### src/rtl/pcm_pkg.sv
// Shared types and sizing for the PCM playback fetch path.
// Holds the fetch FSM encoding, default buffer geometry and the half base-address helper.
package pcm_pkg;

    localparam int unsigned PCM_DATA_W     = 16;
    localparam int unsigned PCM_ADDR_W     = 10;
    localparam int unsigned PCM_HALF_PAIRS = 256;

    typedef enum logic [2:0] {
        WAIT  = 3'd0,
        RD_L  = 3'd1,
        RD_R  = 3'd2,
        CAP_R = 3'd3,
        HOLD  = 3'd4
    } pcm_state_e;

    // Each half holds interleaved L/R words, so it spans 2*half_pairs addresses.
    function automatic int unsigned pcm_base(input logic half, input int unsigned half_pairs);
        return half ? 32'(2 * half_pairs) : 32'd0;
    endfunction

endpackage

### src/rtl/pcm_fetch.sv
// Ping-pong reader from the PCM sample buffer to the AC97 frame generator.
// Optional PCM_FETCH_SILENCE_EN: serve zero samples combinationally while starved.
//
// state | meaning
// WAIT  | idle until the current half is marked ready
// RD_L  | left word address presented to the buffer
// RD_R  | right word address presented, left word captured
// CAP_R | right word captured, pair made valid
// HOLD  | pair held until the consumer accepts it
module pcm_fetch
    import pcm_pkg::*;
#(
    parameter int unsigned DATA_W     = PCM_DATA_W,
    parameter int unsigned ADDR_W     = PCM_ADDR_W,
    parameter int unsigned HALF_PAIRS = PCM_HALF_PAIRS
) (
    input  logic              CLK,
    input  logic              RST,
    input  logic [1:0]        HALF_RDY,
    output logic [1:0]        HALF_DONE,
    output logic [ADDR_W-1:0] ADDRB,
    output logic              ENB,
    input  logic [DATA_W-1:0] DOB,
    output logic [DATA_W-1:0] PCM_L,
    output logic [DATA_W-1:0] PCM_R,
    output logic              PCM_VLD,
    input  logic              PCM_RDY,
    output logic              UNDERRUN
);

    localparam int unsigned CNT_W = $clog2(HALF_PAIRS);

    pcm_state_e        state_q;
    logic              cur_q;
    logic [CNT_W-1:0]  cnt_q;
    logic [ADDR_W-1:0] addrb_q;
    logic              enb_q;
    logic [DATA_W-1:0] left_q;
    logic [DATA_W-1:0] pcm_l_q;
    logic [DATA_W-1:0] pcm_r_q;
    logic              vld_q;
    logic [1:0]        done_q;
    logic              underrun_q;

    logic [CNT_W-1:0]  cnt_d;
    logic [ADDR_W-1:0] base_d;
    logic [ADDR_W-1:0] addr_cur_d;
    logic [ADDR_W-1:0] addr_next_d;
    logic              last_pair;

    assign cnt_d       = cnt_q + CNT_W'(1);
    assign base_d      = ADDR_W'(pcm_base(cur_q, HALF_PAIRS));
    assign addr_cur_d  = base_d + ADDR_W'({cnt_q, 1'b0});
    assign addr_next_d = base_d + ADDR_W'({cnt_d, 1'b0});
    assign last_pair   = (cnt_q == CNT_W'(HALF_PAIRS - 1));

    always_ff @(posedge CLK) begin
        if (RST) begin
            state_q    <= WAIT;
            cur_q      <= 1'b0;
            cnt_q      <= '0;
            addrb_q    <= '0;
            enb_q      <= 1'b0;
            left_q     <= '0;
            pcm_l_q    <= '0;
            pcm_r_q    <= '0;
            vld_q      <= 1'b0;
            done_q     <= '0;
            underrun_q <= 1'b0;
        end else begin
            done_q     <= '0;
            underrun_q <= 1'b0;
            case (state_q)
                WAIT: begin
                    underrun_q <= PCM_RDY;
                    if (HALF_RDY[cur_q]) begin
                        addrb_q <= addr_cur_d;
                        enb_q   <= 1'b1;
                        state_q <= RD_L;
                    end
                end
                RD_L: begin
                    addrb_q <= addrb_q + ADDR_W'(1);
                    state_q <= RD_R;
                end
                // DOB now carries the left word addressed during RD_L.
                RD_R: begin
                    enb_q   <= 1'b0;
                    left_q  <= DOB;
                    state_q <= CAP_R;
                end
                CAP_R: begin
                    pcm_r_q <= DOB;
                    pcm_l_q <= left_q;
                    vld_q   <= 1'b1;
                    state_q <= HOLD;
                end
                HOLD: begin
                    if (PCM_RDY) begin
                        vld_q <= 1'b0;
                        if (last_pair) begin
                            done_q[cur_q] <= 1'b1;
                            cnt_q         <= '0;
                            cur_q         <= ~cur_q;
                            state_q       <= WAIT;
                        end else begin
                            cnt_q   <= cnt_d;
                            addrb_q <= addr_next_d;
                            enb_q   <= 1'b1;
                            state_q <= RD_L;
                        end
                    end
                end
                default: state_q <= WAIT;
            endcase
        end
    end

    assign HALF_DONE = done_q;
    assign ADDRB     = addrb_q;
    assign ENB       = enb_q;
    assign UNDERRUN  = underrun_q;

`ifdef PCM_FETCH_SILENCE_EN
    // A starved request is answered in the same cycle with a silent pair.
    logic silence;
    assign silence = (state_q == WAIT) && PCM_RDY;
    assign PCM_VLD = vld_q | silence;
    assign PCM_L   = silence ? '0 : pcm_l_q;
    assign PCM_R   = silence ? '0 : pcm_r_q;
`else
    assign PCM_VLD = vld_q;
    assign PCM_L   = pcm_l_q;
    assign PCM_R   = pcm_r_q;
`endif

endmodule

### config.mk
export PLATFORM = sky130hd
export DESIGN_NAME = pcm_fetch
export DESIGN_NICKNAME = d
export VERILOG_FILES = /design/src/rtl/pcm_pkg.sv /design/src/rtl/pcm_fetch.sv
export SDC_FILE = /design/constraint.sdc
export NUM_CORES = 1
export LEC_CHECK = 0
export BUFFER_PORTS_ARGS = -buffer_cell sky130_fd_sc_hd__buf_2
export CORE_MARGIN = 8
export CORE_UTILIZATION = 28
export CTS_CLUSTER_SIZE = 24
export DETAILED_ROUTE_END_ITERATION = 16
export PLACE_DENSITY = 0.47
export SLEW_MARGIN = 20
export SYNTH_ARGS = -nofsm -noshare
export SYNTH_HDL_FRONTEND = slang
export SYNTH_SLANG_ARGS = --single-unit
### constraint.sdc
create_clock -name CLK -period 5.9 [get_ports CLK]
set_clock_uncertainty 0.1 [all_clocks]
set_input_delay 1.18 -clock CLK [delete_from_list [all_inputs] [get_ports CLK]]
set_output_delay 1.18 -clock CLK [all_outputs]
set_load 0.005 [all_outputs]
==> impl_metrics.toml, run 1 <==
[placed_design]
port-buffer-count = 67
hpwl_mm = 5.95
dp.cells = 572
place.gp.congestion = 0.759

[min_path]
min_to = "PCM_L[7]"
worstHoldStart = "left_q[7]"
hold_path_class = "flop to flop"
hold-path-cell-count = 2

[timing]
hold_viol = 0
min_period_ns = 2.68
finalSetupTns_ns = 0
tightest_slew_ns = 1.03
fin_crit_sh_pct = 45.4
rsz0062_at_grt = "false"
slew_violations = 0
max_slew_margin_pct = 31.0
setup_viol = 0
max_clock_freq_mhz = 373

[clock_tree]
holdBufCountCts = 0
cts_resized = 0
cts_buffer_depth = 2
post_cts_buffers = 0
clk_latency_ns = 0.33
cts.reportedPaths.clkPinSlew_ns = 0.06
cts_max_level = 3
cts_tree = "built"
cts.sinks = 75
cts_buffers = 9
cts_root_buf = "clkbuf_16"

[layout]
utilization_pct = 34.5
diodes = 0
num-nets-final = 463
fin_cells = 588
drive_gt1_share_pct = 22.2
area_growth_syn_to_layout_pct = 21.3

[synth]
synth-edff-count = 0
ys_seq_area_share_pct = 46.9
synthFlopType = "dfxtp_1"
synth_seq_cells = 75
ys_warn_count = 0
async_flop_share_pct = 0
syn_area_per_cell_um2 = 8.23
ys_types = 46
syn-num-nets = 412
syn_inst = 389
synth_area_um2 = 3200

[power_and_ir_drop]
p_per_area_nw_per_um2 = 323
vdd_drop_max_v = 0.000141
leakage_nw = 1.49

[grt]
overflow = 0
antenna_found_initial = 0
grt_pass1_vias = 2759
grt_pass1_wl_mm = 14.1
grt_max_degree = 55
grt_usage_pct = 11.8

[setup_path]
cp_slowest_cell = "a21oi_2"
reg2reg_depth = 6
end_kind = "flop"
crit_fanout = 12
reg2reg_slack_ns = 3.43
reg2reg_to = "ADDRB[7]"
worstPathArrival_ns = 2.81
worst-setup-path-type = "input port to flop"
critPathRequiredTime_ns = 6.03
r2r_start = "cnt_q[0]"
start_kind = "input port"
path_cells = "buf_2 > and4bb_1 > a21boi_4 > a21oi_2 > nor3_1 > a2111oi_2"
critPathMaxStageDelay_ns = 0.49

[floorplanning]
rows = 39
dieArea_um2 = 15100
io_pins = 68
die_width_um = 123
die_y_um = 123
start_util_pct = 28.4
coreArea_um2 = 11300

[flow_run]
maxCapViolations = 0

[routing]
ant_nets = 0
routed_wl_mm = 8.80
drt_iter0_drc = 143
routed_via_density = 4.78
vias = 2811
wl_per_cell_um = 15.0
drc = 0
first_pass_iters = 4

[status]
status = "finished clean"
## flip-flops by register name, indices dropped and copies added, names as in the netlist, 2 cells and up
register / flops
PCM_L: 16
PCM_R: 16
left_q: 16
ADDRB: 10
cnt_q: 8
state_q: 3
HALF_DONE: 2
## area by class of cell
type	instances	area [um^2]
inverter	2	7.51
timing repair buffer	70	358
fill	1217	7390
multi-input combinational	282	1520
clock buffer	10	229
tap	143	179
sequential	75	1500
clock inverter	6	90.1
## stage by stage
step	cell area [um^2]	hold WS [ns]	power (mW)	worst slack, ns
after floorplan	3200	0.332	0.642	3.47
after global routing	3880	0.369	1.31	3.10
after global placement	3560	0.340	0.678	2.94
final	3880	0.352	1.25	3.22
after detailed placement	3560	0.342	0.680	2.90
after CTS	3880	0.351	1.27	3.25
## cells by family after synthesis
group           count (synthesis)  share of synthesized area (%)
fa+ha+maj                       2                          0.782
compound gates                 92                           17.7
buf+inv                        32                           5.63
simple gates                  173                           24.7
mux                             3                          0.938
xor+xnor                       12                           3.28
flops                          75                           46.9
## layout by cell type, fill, tap and decap left out, types with 6 or more instances in the layout
cell	count
nor2_1	17
clkbuf_16	9
nand4_1	8
xnor2_1	7
o21ai_0	6
a21oi_1	64
nor3_1	6
dfxtp_1	75
buf_2	67
nand2_1	115
## routing by layer
metal	share of wire [%]	global-route usage, %	vias up
met5	0	0	-
met4	0.88	4.11	0
met3	5.2	3.84	5
met2	47	18.8	53
met1	47	14.8	1323
li1	-	-	1430
## synth_stat cells (5+ instances only)
master / count / area [um^2]
a21oi_1: 64 / 320
and3_1: 5 / 31.3
buf_2: 6 / 30.0
buf_6: 6 / 67.6
clkbuf_1: 16 / 60.1
dfxtp_1: 75 / 1500
nand2_1: 115 / 432
nand3_1: 5 / 25.0
nand4_1: 8 / 50.1
nor2_1: 17 / 63.8
nor3_1: 6 / 30.0
o21ai_0: 6 / 30.0
xnor2_1: 7 / 61.3
xor2_1: 5 / 43.8
## worst max-delay path, delay by kind of cell
family	cells	cell delay, ns
compound gates	3	1.06
buf+inv	1	0.11
simple gates	2	0.45
## worst max-delay path by stage
stage          startpoint       end  depth (start not counted)
3_5_place_dp      PCM_RDY  ADDRB[7]                          6
3_3_place_gp      PCM_RDY  ADDRB[7]                          6
5_1_grt           PCM_RDY  ADDRB[7]                          6
4_1_cts           PCM_RDY  ADDRB[7]                          6
2_1_floorplan     PCM_RDY  ADDRB[6]                          6
6_report          PCM_RDY  ADDRB[7]                          6
## report_power, final
group / switching (mW) / internal (mW)
sequential: 0.0198 / 0.527
combinational: 0.0747 / 0.0455
clock: 0.214 / 0.371
(Power assumes the default switching activity.)
==> inputs of run 2 (changes only) <==
--- a/config.mk
+++ b/config.mk
@@ -10,7 +10,7 @@
 export CORE_UTILIZATION = 28
 export CTS_CLUSTER_SIZE = 24
 export DETAILED_ROUTE_END_ITERATION = 16
-export PLACE_DENSITY = 0.47
+export PLACE_DENSITY = 0.48
 export SLEW_MARGIN = 20
 export SYNTH_ARGS = -nofsm -noshare
 export SYNTH_HDL_FRONTEND = slang
==> constraint.sdc (replaced) <==
create_clock -name CLK -period 2.45 [get_ports CLK]
set_clock_uncertainty 0.1 [all_clocks]
set_input_delay 0.49 -clock CLK [delete_from_list [all_inputs] [get_ports CLK]]
set_output_delay 0.49 -clock CLK [all_outputs]
set_load 0.005 [all_outputs]
==> run 2 against run 1 <==
Net effect: die area unchanged; hold slack got worse by 0.052 ns; global-route usage decreased by 0.31 points; core utilization increased by 0.58 points.
==> impl_metrics.toml, run 2 (synthesized netlist as in run 1, its figures left out) <==
[status]
status = "finished clean"

[timing]
slew_violations = 0
finalSetupTns_ns = 0
fin_hold_ws_ns = 0.301
max_clock_freq_mhz = 470
min_period_ns = 2.13
max_slew_margin_pct = 60.4
setup_viol = 0
tightest_slew_ns = 0.594
rsz0062_at_grt = "false"
hold_viol = 0
fin_crit_sh_pct = 86.8

[layout]
drive_gt1_share_pct = 23.2
finalInstanceArea_um2 = 3950
area_growth_syn_to_layout_pct = 23.4
diodes = 0
final_cell_mix = "115 x nand2_1, 75 x dfxtp_1, 67 x buf_2"
utilization_pct = 35.0
num-nets-final = 471
n_fill_cell = 1215
mostFrequentLayoutCell = "nand2_1"

[power_and_ir_drop]
clkPwrFrac_pct = 46.1
total_power_mw = 3.02
p_per_area_nw_per_um2 = 764
vdd_drop_max_v = 0.000334
netSwitchingFraction_pct = 24.2
seqPwrFrac_pct = 43.5
comb_power_share_pct = 10.4
p_switching_mw = 0.730
leakage_nw = 1.53
power.internal_mw = 2.29

[clock_tree]
cts_buffer_depth = 2
cts_buffers = 9
cts.sinks = 75
holdBufCountCts = 0
cts_max_level = 3
cts_tree = "built"
cts_resized = 0
clk_latency_ns = 0.33
post_cts_buffers = 0
cts_root_buf = "clkbuf_16"
cts.reportedPaths.clkPinSlew_ns = 0.06

[placed_design]
port-buffer-count = 67
hpwl_mm = 6.00
place_area_um2 = 3640
place.gp.congestion = 0.796

[routing]
routed_wl_mm = 8.80
first_pass_iters = 4
vias = 2863
drc = 0
drt_iter0_drc = 173
wl_per_cell_um = 14.8
ant_nets = 0
routed_via_density = 4.80

[grt]
grt_pass1_vias = 2622
grt_pass1_wl_mm = 13.6
antenna_found_initial = 0
grt_usage_pct = 11.5
overflow = 0
grt_max_degree = 33

[setup_path]
worstPathArrival_ns = 2.23
cp_top_family = "compound AO/OA/AOI/OAI gates"
critPathMaxStageDelay_ns = 0.52
cp_slowest_cell = "dfxtp_1"
end_kind = "flop"
path_buf_inv = 1
path_cells = "and4bb_1 > a21boi_4 > a21oi_2 > buf_4 > o211ai_1 > o31ai_1"
critPathRequiredTime_ns = 2.55
start_kind = "flop"
crit_fanout = 11
worst-setup-path-type = "flop to flop"

[floorplanning]
coreArea_um2 = 11300
rows = 39
start_util_pct = 28.4
io_pins = 68
die_y_um = 123
dieArea_um2 = 15100
die_width_um = 123

[min_path]
hold_path_class = "input port to flop"

[flow_run]
maxCapViolations = 0
-- run 2: through the flow --
stage          worst slack [ns]  cells
2_1_floorplan             0.609    389
3_3_place_gp              0.345    580
3_5_place_dp              0.284    580
4_1_cts                   0.317    596
5_1_grt                   0.180    596
6_report                  0.323    596
-- run 2: layout make-up --
| class | count | area [um^2] | share of cell area [%] |
|---|---|---|---|
| clock buffers | 12 | 236 | 5.99 |
| clock inverters | 4 | 75.1 | 1.90 |
| inverters | 2 | 7.51 | 0.190 |
| multi-input cells | 282 | 1520 | 38.5 |
| flip-flops and latches | 75 | 1500 | 38.0 |
| well taps | 143 | 179 | 4.53 |
| repair buffers | 78 | 430 | 10.9 |
-- run 2: power groups by stage --
stage / registers, mW / logic (mW) / clock network (mW)
final: 1.31 / 0.313 / 1.39
after global routing: 1.32 / 0.348 / 1.49
after CTS: 1.31 / 0.319 / 1.43
after detailed placement: 1.34 / 0.318 / 0
after global placement: 1.34 / 0.316 / 0
after floorplan: 1.33 / 0.218 / 0
-- run 2: worst reg2reg max path, stage by stage (launching register included) --
cell,delay [ns]
dfxtp_1,0.52
and4bb_1,0.45
a21boi_4,0.33
a21oi_2,0.13
buf_4,0.20
o211ai_1,0.17
o31ai_1,0.09
-- run 2: layer usage --
metal | vias up | routed length [um] | track usage (%)
met5 | - | 0 | 0
met4 | 0 | 179 | 5.86
met3 | 14 | 531 | 3.97
met2 | 65 | 3940 | 16.8
met1 | 1340 | 4150 | 14.9
li1 | 1444 | - | -
-- run 2: worst paths after layout --
kind	start	to	slack (ns)	cells past startpoint
max	state_q[2]	ADDRB[5]	0.32	6
min	DOB[11]	left_q[11]	0.30	3
max reg2reg	state_q[2]	ADDRB[5]	0.32	6
min reg2reg	left_q[10]	PCM_L[10]	0.35	2
